**config.mk**
```make
export PLATFORM = sky130hd
export DESIGN_NAME = button_sense
export DESIGN_NICKNAME = d
export VERILOG_FILES = /design/src/rtl/button_sense.sv
export SDC_FILE = /design/constraint.sdc
export NUM_CORES = 1
export LEC_CHECK = 0
export CAP_MARGIN = 20
export CORE_MARGIN = 5
export CORE_UTILIZATION = 40
export CTS_CLUSTER_SIZE = 40
export DETAILED_ROUTE_END_ITERATION = 8
export GPL_ROUTABILITY_DRIVEN = 1
export GPL_TIMING_DRIVEN = 0
export MAX_ROUTING_LAYER = met4
export SYNTH_ARGS = -nofsm -noshare
export SYNTH_HDL_FRONTEND = slang
export SYNTH_SLANG_ARGS = --single-unit
export TNS_END_PERCENT = 5
```
**constraint.sdc**
```tcl
create_clock -name clock -period 4.3 [get_ports clock]
set_clock_uncertainty 0.1 [all_clocks]
set_input_delay 1.29 -clock clock [delete_from_list [all_inputs] [get_ports clock]]
set_output_delay 1.29 -clock clock [all_outputs]
set_load 0.01 [all_outputs]
```
**src/rtl/button_sense.sv**
```systemverilog
// rtl/button_sense.sv - debounced push-button conditioner with short/long press classification
module button_sense #(
  parameter int SYNC_STAGES = 2,
  parameter int DB_W        = 8,
  parameter int HOLD_W      = 16
) (
  input  logic              clock,
  input  logic              rst_n,
  input  logic              button_n,
  input  logic              tick,
  input  logic [DB_W-1:0]   debounce,
  input  logic [HOLD_W-1:0] long_hold,
  output logic              pressed,
  output logic              press_pulse,
  output logic              release_pulse,
  output logic              short_press,
  output logic              long_press
);

  typedef enum logic [2:0] {
    S_IDLE,
    S_DB_PRESS,
    S_PRESSED,
    S_LONG,
    S_DB_RELEASE
  } state_t;

  state_t              state, state_nx;
  logic [SYNC_STAGES-1:0] sync_q;
  logic                btn;
  logic [DB_W-1:0]     cnt, cnt_nx;
  logic [HOLD_W-1:0]   hold, hold_nx;
  logic                was_long, was_long_nx;
  logic                pressed_nx, press_nx, release_nx, short_nx, long_nx;

  // Synchronizer idles at 1 so reset reads as "released".
  always_ff @(posedge clock or negedge rst_n) begin
    if (!rst_n) begin
      sync_q <= '1;
    end else begin
      sync_q <= {sync_q[SYNC_STAGES-2:0], button_n};
    end
  end

  assign btn = ~sync_q[SYNC_STAGES-1];

  always_ff @(posedge clock or negedge rst_n) begin
    if (!rst_n) begin
      state         <= S_IDLE;
      cnt           <= '0;
      hold          <= '0;
      was_long      <= 1'b0;
      pressed       <= 1'b0;
      press_pulse   <= 1'b0;
      release_pulse <= 1'b0;
      short_press   <= 1'b0;
      long_press    <= 1'b0;
    end else begin
      state         <= state_nx;
      cnt           <= cnt_nx;
      hold          <= hold_nx;
      was_long      <= was_long_nx;
      pressed       <= pressed_nx;
      press_pulse   <= press_nx;
      release_pulse <= release_nx;
      short_press   <= short_nx;
      long_press    <= long_nx;
    end
  end

  always_comb begin
    state_nx    = state;
    cnt_nx      = cnt;
    hold_nx     = hold;
    was_long_nx = was_long;
    pressed_nx  = pressed;
    press_nx    = 1'b0;
    release_nx  = 1'b0;
    short_nx    = 1'b0;
    long_nx     = 1'b0;

    case (state)
      S_IDLE: begin
        pressed_nx = 1'b0;
        if (btn) begin
          state_nx = S_DB_PRESS;
          cnt_nx   = '0;
        end
      end

      S_DB_PRESS: begin
        if (!btn) begin
          state_nx = S_IDLE;
        end else if (cnt >= debounce) begin
          state_nx   = S_PRESSED;
          press_nx   = 1'b1;
          pressed_nx = 1'b1;
          hold_nx    = '0;
        end else if (tick) begin
          cnt_nx = cnt + 1'b1;
        end
      end

      S_PRESSED: begin
        // Hold keeps counting even on the cycle a release is seen.
        if (tick && (hold != '1)) begin
          hold_nx = hold + 1'b1;
        end
        if (!btn) begin
          state_nx    = S_DB_RELEASE;
          cnt_nx      = '0;
          was_long_nx = 1'b0;
        end else if ((long_hold != '0) && (hold >= long_hold)) begin
          state_nx = S_LONG;
          long_nx  = 1'b1;
        end
      end

      S_LONG: begin
        if (!btn) begin
          state_nx    = S_DB_RELEASE;
          cnt_nx      = '0;
          was_long_nx = 1'b1;
        end
      end

      S_DB_RELEASE: begin
        if (btn) begin
          state_nx = was_long ? S_LONG : S_PRESSED;
        end else if (cnt >= debounce) begin
          state_nx   = S_IDLE;
          pressed_nx = 1'b0;
          release_nx = 1'b1;
          short_nx   = ~was_long;
        end else if (tick) begin
          cnt_nx = cnt + 1'b1;
        end
      end

      default: begin
        state_nx = S_IDLE;
      end
    endcase
  end

endmodule

```
-- After elaboration in Yosys (flattened, before gate mapping)
Cells that the tools add are included.
Widths: inputs -> output; s select.
- register bits: 35
- logic and storage cells: 86
- output and inout bits: 5
- bitwise logic cells: 1
- equal/unequal tests: 17
- muxes and demuxes: 40
- $add $sub $neg: 2
- $lt $le $gt $ge: 2
- reductions and logical operators: 14
- operators by type and width (operator ; count):
    $mux 16 ; 3
    $mux 8 ; 6
    $pmux 16 s2 ; 1
    $pmux 8 s4 ; 1
    $mux 3 ; 8
    $mux 1 ; 18
    $add 16x1->16 const B ; 1
    $ge 16x16->1 ; 1
    $ne 16x16->1 const B ; 1
    $ne 2x2->1 const B ; 8
    $reduce_bool 16->1 ; 1
    $pmux 3 s5 ; 1
    $reduce_and 5->1 ; 3
    $ne 3x3->1 const B ; 3
    $add 8x1->8 const B ; 1
    $ge 8x8->1 ; 1
    $eq 3x2->1 const B ; 2
    $reduce_and 4->1 ; 1
    $reduce_bool 2->1 ; 2
    $reduce_bool 4->1 ; 1
    $eq 3x1->1 const B ; 1
    $eq 3x3->1 const B ; 1
    $logic_not 3->1 ; 1
    $pmux 1 s3 ; 1
    7 further kinds ; 8

-- Longest topological paths before layout
- word-level depth: 5
- depth in mapped cells: 9
- gate-level depth less buffers: 9

-- Worst setup path before layout
Ideal clock, no wire load.
- path kind: input-to-reg
- from: input port debounce[1]
- to: register cnt[3]
- stages on the path: 9
- arrival time: 3.066 ns
- setup slack: 1.057 ns
- buffers on the path: 0
- required time: 4.124 ns
- path through: inv_1 ha_1 or3_1 a211oi_2 o21ai_2 o31ai_2 nor2_1 or4_1 o21ai_1
- word-level cells in the longest chain between the ends: 4
- elaborated cells between the ends (all ways): 5
- RTL lines (item ; line ; RTL):
    start, declared ; 11 ; input logic [DB_W-1:0] debounce,
    $ge 8x8->1 (*) ; 94, 130 ;
    $mux 8 (*) ; n/a ;
    $mux 8, on equally long branches ; n/a ;
    $pmux 8 s4 (*) ; n/a ;
    end signal, assigned ; 60 ; cnt <= cnt_nx;
    end, declared ; 31 ; logic [DB_W-1:0] cnt, cnt_nx;
Mark *: on every way between the ends. The rest lies on a longest branch, timed or not. The select of a mux whose other input is x is not followed.
A chain may end at the register's enable or synchronous reset.

-- Worst setup path in the final report
- from: input port debounce[5]
- to: register hold[14]
- word-level cells in the longest chain between the ends: 3
- RTL lines (item ; line ; RTL):
    $ge 8x8->1 ; 94 ; end else if (cnt >= debounce) begin
    $ne 2x2->1 (no line) ; n/a ;
    $reduce_and 4->1 (no line) ; n/a ;
    end signal, assigned ; 61 ; hold <= hold_nx;
    end, declared ; 32 ; logic [HOLD_W-1:0] hold, hold_nx;
Every way passes these cells.

==> impl_metrics.ini <==
[status]
status = completed

[sta]
worst_pin_slew_ns = 0.784
fmax_mhz = 273
rsz0062_at_grt = no
slew_headroom = 0.477
finalHoldViolCount = 0
setup_viol = 0
report.final.slew_viol_count = 0
tns_ns = 0
period_needed_ns = 3.67
setup_slack_ns = 0.631
min_period_over_period = 0.853

[clocking]
cts_hold_buf = 0
cts-htree-levels = 2
cts-buffers-inserted = 5
cts_tree = yes
post_cts_resized = 0
clk_pin_slew_worst_paths_ns = 0.07
clock_latency_ns = 0.28
postCtsSetupRepairBufs = 0
cts.sinks = 35
clk_path_buf_depth = 2
cts-root-buf = clkbuf_8

[floorplan]
fp.coreArea_um2 = 5890
die_w_um = 87.4
die_area_um2 = 7640
initial_core_util = 0.407
placementRows = 28
die-height_um = 87.4
ios = 33

[route]
dr_total_vias = 2052
wirelength_mm = 5.18
post_drt_wl_per_cell_um = 13.3
drtPass1Iterations = 4
via_per_inst = 5.29
remaining_drc_errors = 0
final_antenna_net_count = 0
drtIter0Drc = 87

[global_route]
groute.usage.overall = 0.156
grt_max_degree = 36
grt_overflow_total = 0
grt_pass1_wl_mm = 9.35
antenna_found_initial = 0
grt_pass1_vias = 2076

[logic_synthesis]
synth_edf_count = 0
avgSynthCellArea_um2 = 8.75
ys_ff_latch = 35
syn_area_um2 = 2400
synthCells = 274
ys_async_sr_fraction = 1.00
yosysSeqAreaShare = 0.366
syn_nets = 328
yosysUniqueCellTypes = 47
yosys_most_used_dff = dfrtp_1
ys.warnings.count = 0

[cells_and_area]
drive_gt1_frac = 0.0639
finalNonFillerCells = 388
design_area_um2 = 2890
layout.nets = 367
antenna_cells = 0
syn_to_final_growth_pct = 20.7
fillers = 596

[setup_path]
worstSetupEndpointType = flop
path_max_fanout = 10
required_ns = 4.36
setup.worst_path.start_class = primary input
critPathKind = in -> reg
worstPathArrival_ns = 3.73
cp_top_family = buffers and inverters
path_buf_inv = 3
path_cells = clkdlybuf4s50_1, inv_1, ha_1, a41oi_1, a21o_1, o21ai_1, and3_1, buf_1, nor2_1
critical-path-max-stage-delay_ns = 0.53
cp_slowest_cell = o21ai_1

[placed_design]
port-buffer-count = 32
post_dp_cell_area_um2 = 2810
dp_cells = 381
place_congestion = 0.789
hpwlAfterDp_mm = 4.07
pre_cts_ws_ns = 0.304

[power]
p_leak_nw = 1.38
vdd_ir_drop_max_v = 0.000182
power_density_nw_per_um2 = 265

[run]
drv_cap = 0

[min_path]
hp-class = reg -> reg
==> state kept, by name, indices dropped and copies added (netlist names) <==
register,count
press_pulse,1
cnt,8
sync_q,2
pressed,1
was_long,1
long_press,1
hold,16
release_pulse,1
short_press,1
state,3
==> cells in the final DEF, fill, tap and decap left out, drive strengths merged, types with 3 or more instances in the layout <==
cell / netlist / layout
nor2: 35 / 35
dfrtp: 33 / 33
clkdlybuf4s50: 0 / 31
inv: 28 / 28
ha: 26 / 26
nand2: 22 / 22
o21ai: 18 / 18
xor2: 11 / 11
nand3: 9 / 9
clkbuf: 3 / 9
a21oi: 8 / 8
and3: 8 / 8
nand4: 7 / 7
o21a: 6 / 6
xnor2: 6 / 6
nor2b: 5 / 5
nor3: 5 / 5
nor4: 4 / 4
buf: 3 / 4
nand2b: 3 / 3
a211oi: 3 / 3
o31ai: 3 / 3
==> per-layer routing <==
| layer | part of all wire | up-vias | global-route usage |
|---|---|---|---|
| met1 | 0.45 | 983 | 0.189 |
| met4 | 0.011 | 0 | 0.0363 |
| li1 | - | 1030 | - |
| met5 | 0 | - | - |
| met2 | 0.48 | 33 | 0.261 |
| met3 | 0.057 | 6 | 0.0397 |
==> cell families after synthesis <==
logic type	Yosys count	share of synthesized area
AOI/OAI and AO/OA	54	0.158
xor gates and xnor gates	17	0.0621
adders and majority gates	26	0.136
buffers and inverters	34	0.0543
DFF	35	0.366
muxes	2	0.00939
and+or+nand+nor	106	0.214
==> final cells by class <==
type | instances | area (um2) | share of cell area
Buffer | 6 | 25.0 | 0.00865
Clock buffer | 6 | 82.6 | 0.0285
Clock inverter | 1 | 5.00 | 0.00173
Inverter | 28 | 105 | 0.0363
Multi-Input combinational cell | 205 | 1390 | 0.480
Sequential cell | 35 | 878 | 0.304
Tap cell | 75 | 93.8 | 0.0324
Timing Repair Buffer | 32 | 315 | 0.109
==> cell usage after synthesis, drive strengths merged (2+ instances only) <==
cell type,number,share of area
a211oi,3,0.011
a21boi,2,0.0063
a21o,2,0.0063
a21oi,8,0.017
a22o,2,0.0073
and3,8,0.021
buf,3,0.0057
clkbuf,3,0.0047
dfrtp,33,0.34
dfstp,2,0.022
ha,26,0.14
inv,28,0.044
mux2,2,0.0094
nand2,22,0.034
nand2b,3,0.0078
nand3,9,0.019
nand4,7,0.018
nor2,35,0.055
nor2b,5,0.013
nor3,5,0.010
nor4,4,0.010
nor4b,2,0.0073
o211ai,2,0.0063
o21a,6,0.019
o21ai,18,0.039
o31ai,3,0.011
or3,2,0.0052
xnor2,6,0.022
xor2,11,0.040
==> metrics by stage <==
| step | util | hold slack [ns] | total power, mW |
|---|---|---|---|
| 2_1_floorplan | - | 0.245 | 0.474 |
| 3_3_place_gp | 0.478 | 0.245 | 0.532 |
| 3_5_place_dp | 0.477 | 0.247 | 0.534 |
| 4_1_cts | 0.492 | 0.257 | 0.778 |
| 5_1_grt | 0.492 | 0.264 | 0.823 |
| 6_report | 0.492 | 0.256 | 0.766 |
==> worst paths after layout <==
path                            cells after the start        end        start  slack (ns)
worst min-delay path                                0  sync_q[1]    sync_q[0]        0.26
worst max register to register                      7   hold[14]       cnt[5]        1.66
worst min register to register                      0  sync_q[1]    sync_q[0]        0.26
max in group asynchronous                           1    hold[0]        rst_n        2.62
worst max-delay path                                9   hold[14]  debounce[5]        0.63
min in group asynchronous                           1     cnt[2]        rst_n        0.99
==> power by group <==
group	switching, mW	internal [mW]	leakage [nW]
Clock	0.114	0.126	0.0470
Sequential	0.0218	0.351	0.470
Combinational	0.0757	0.0773	0.863
Total	0.212	0.554	1.38
Power figures use the tool's default switching activity.
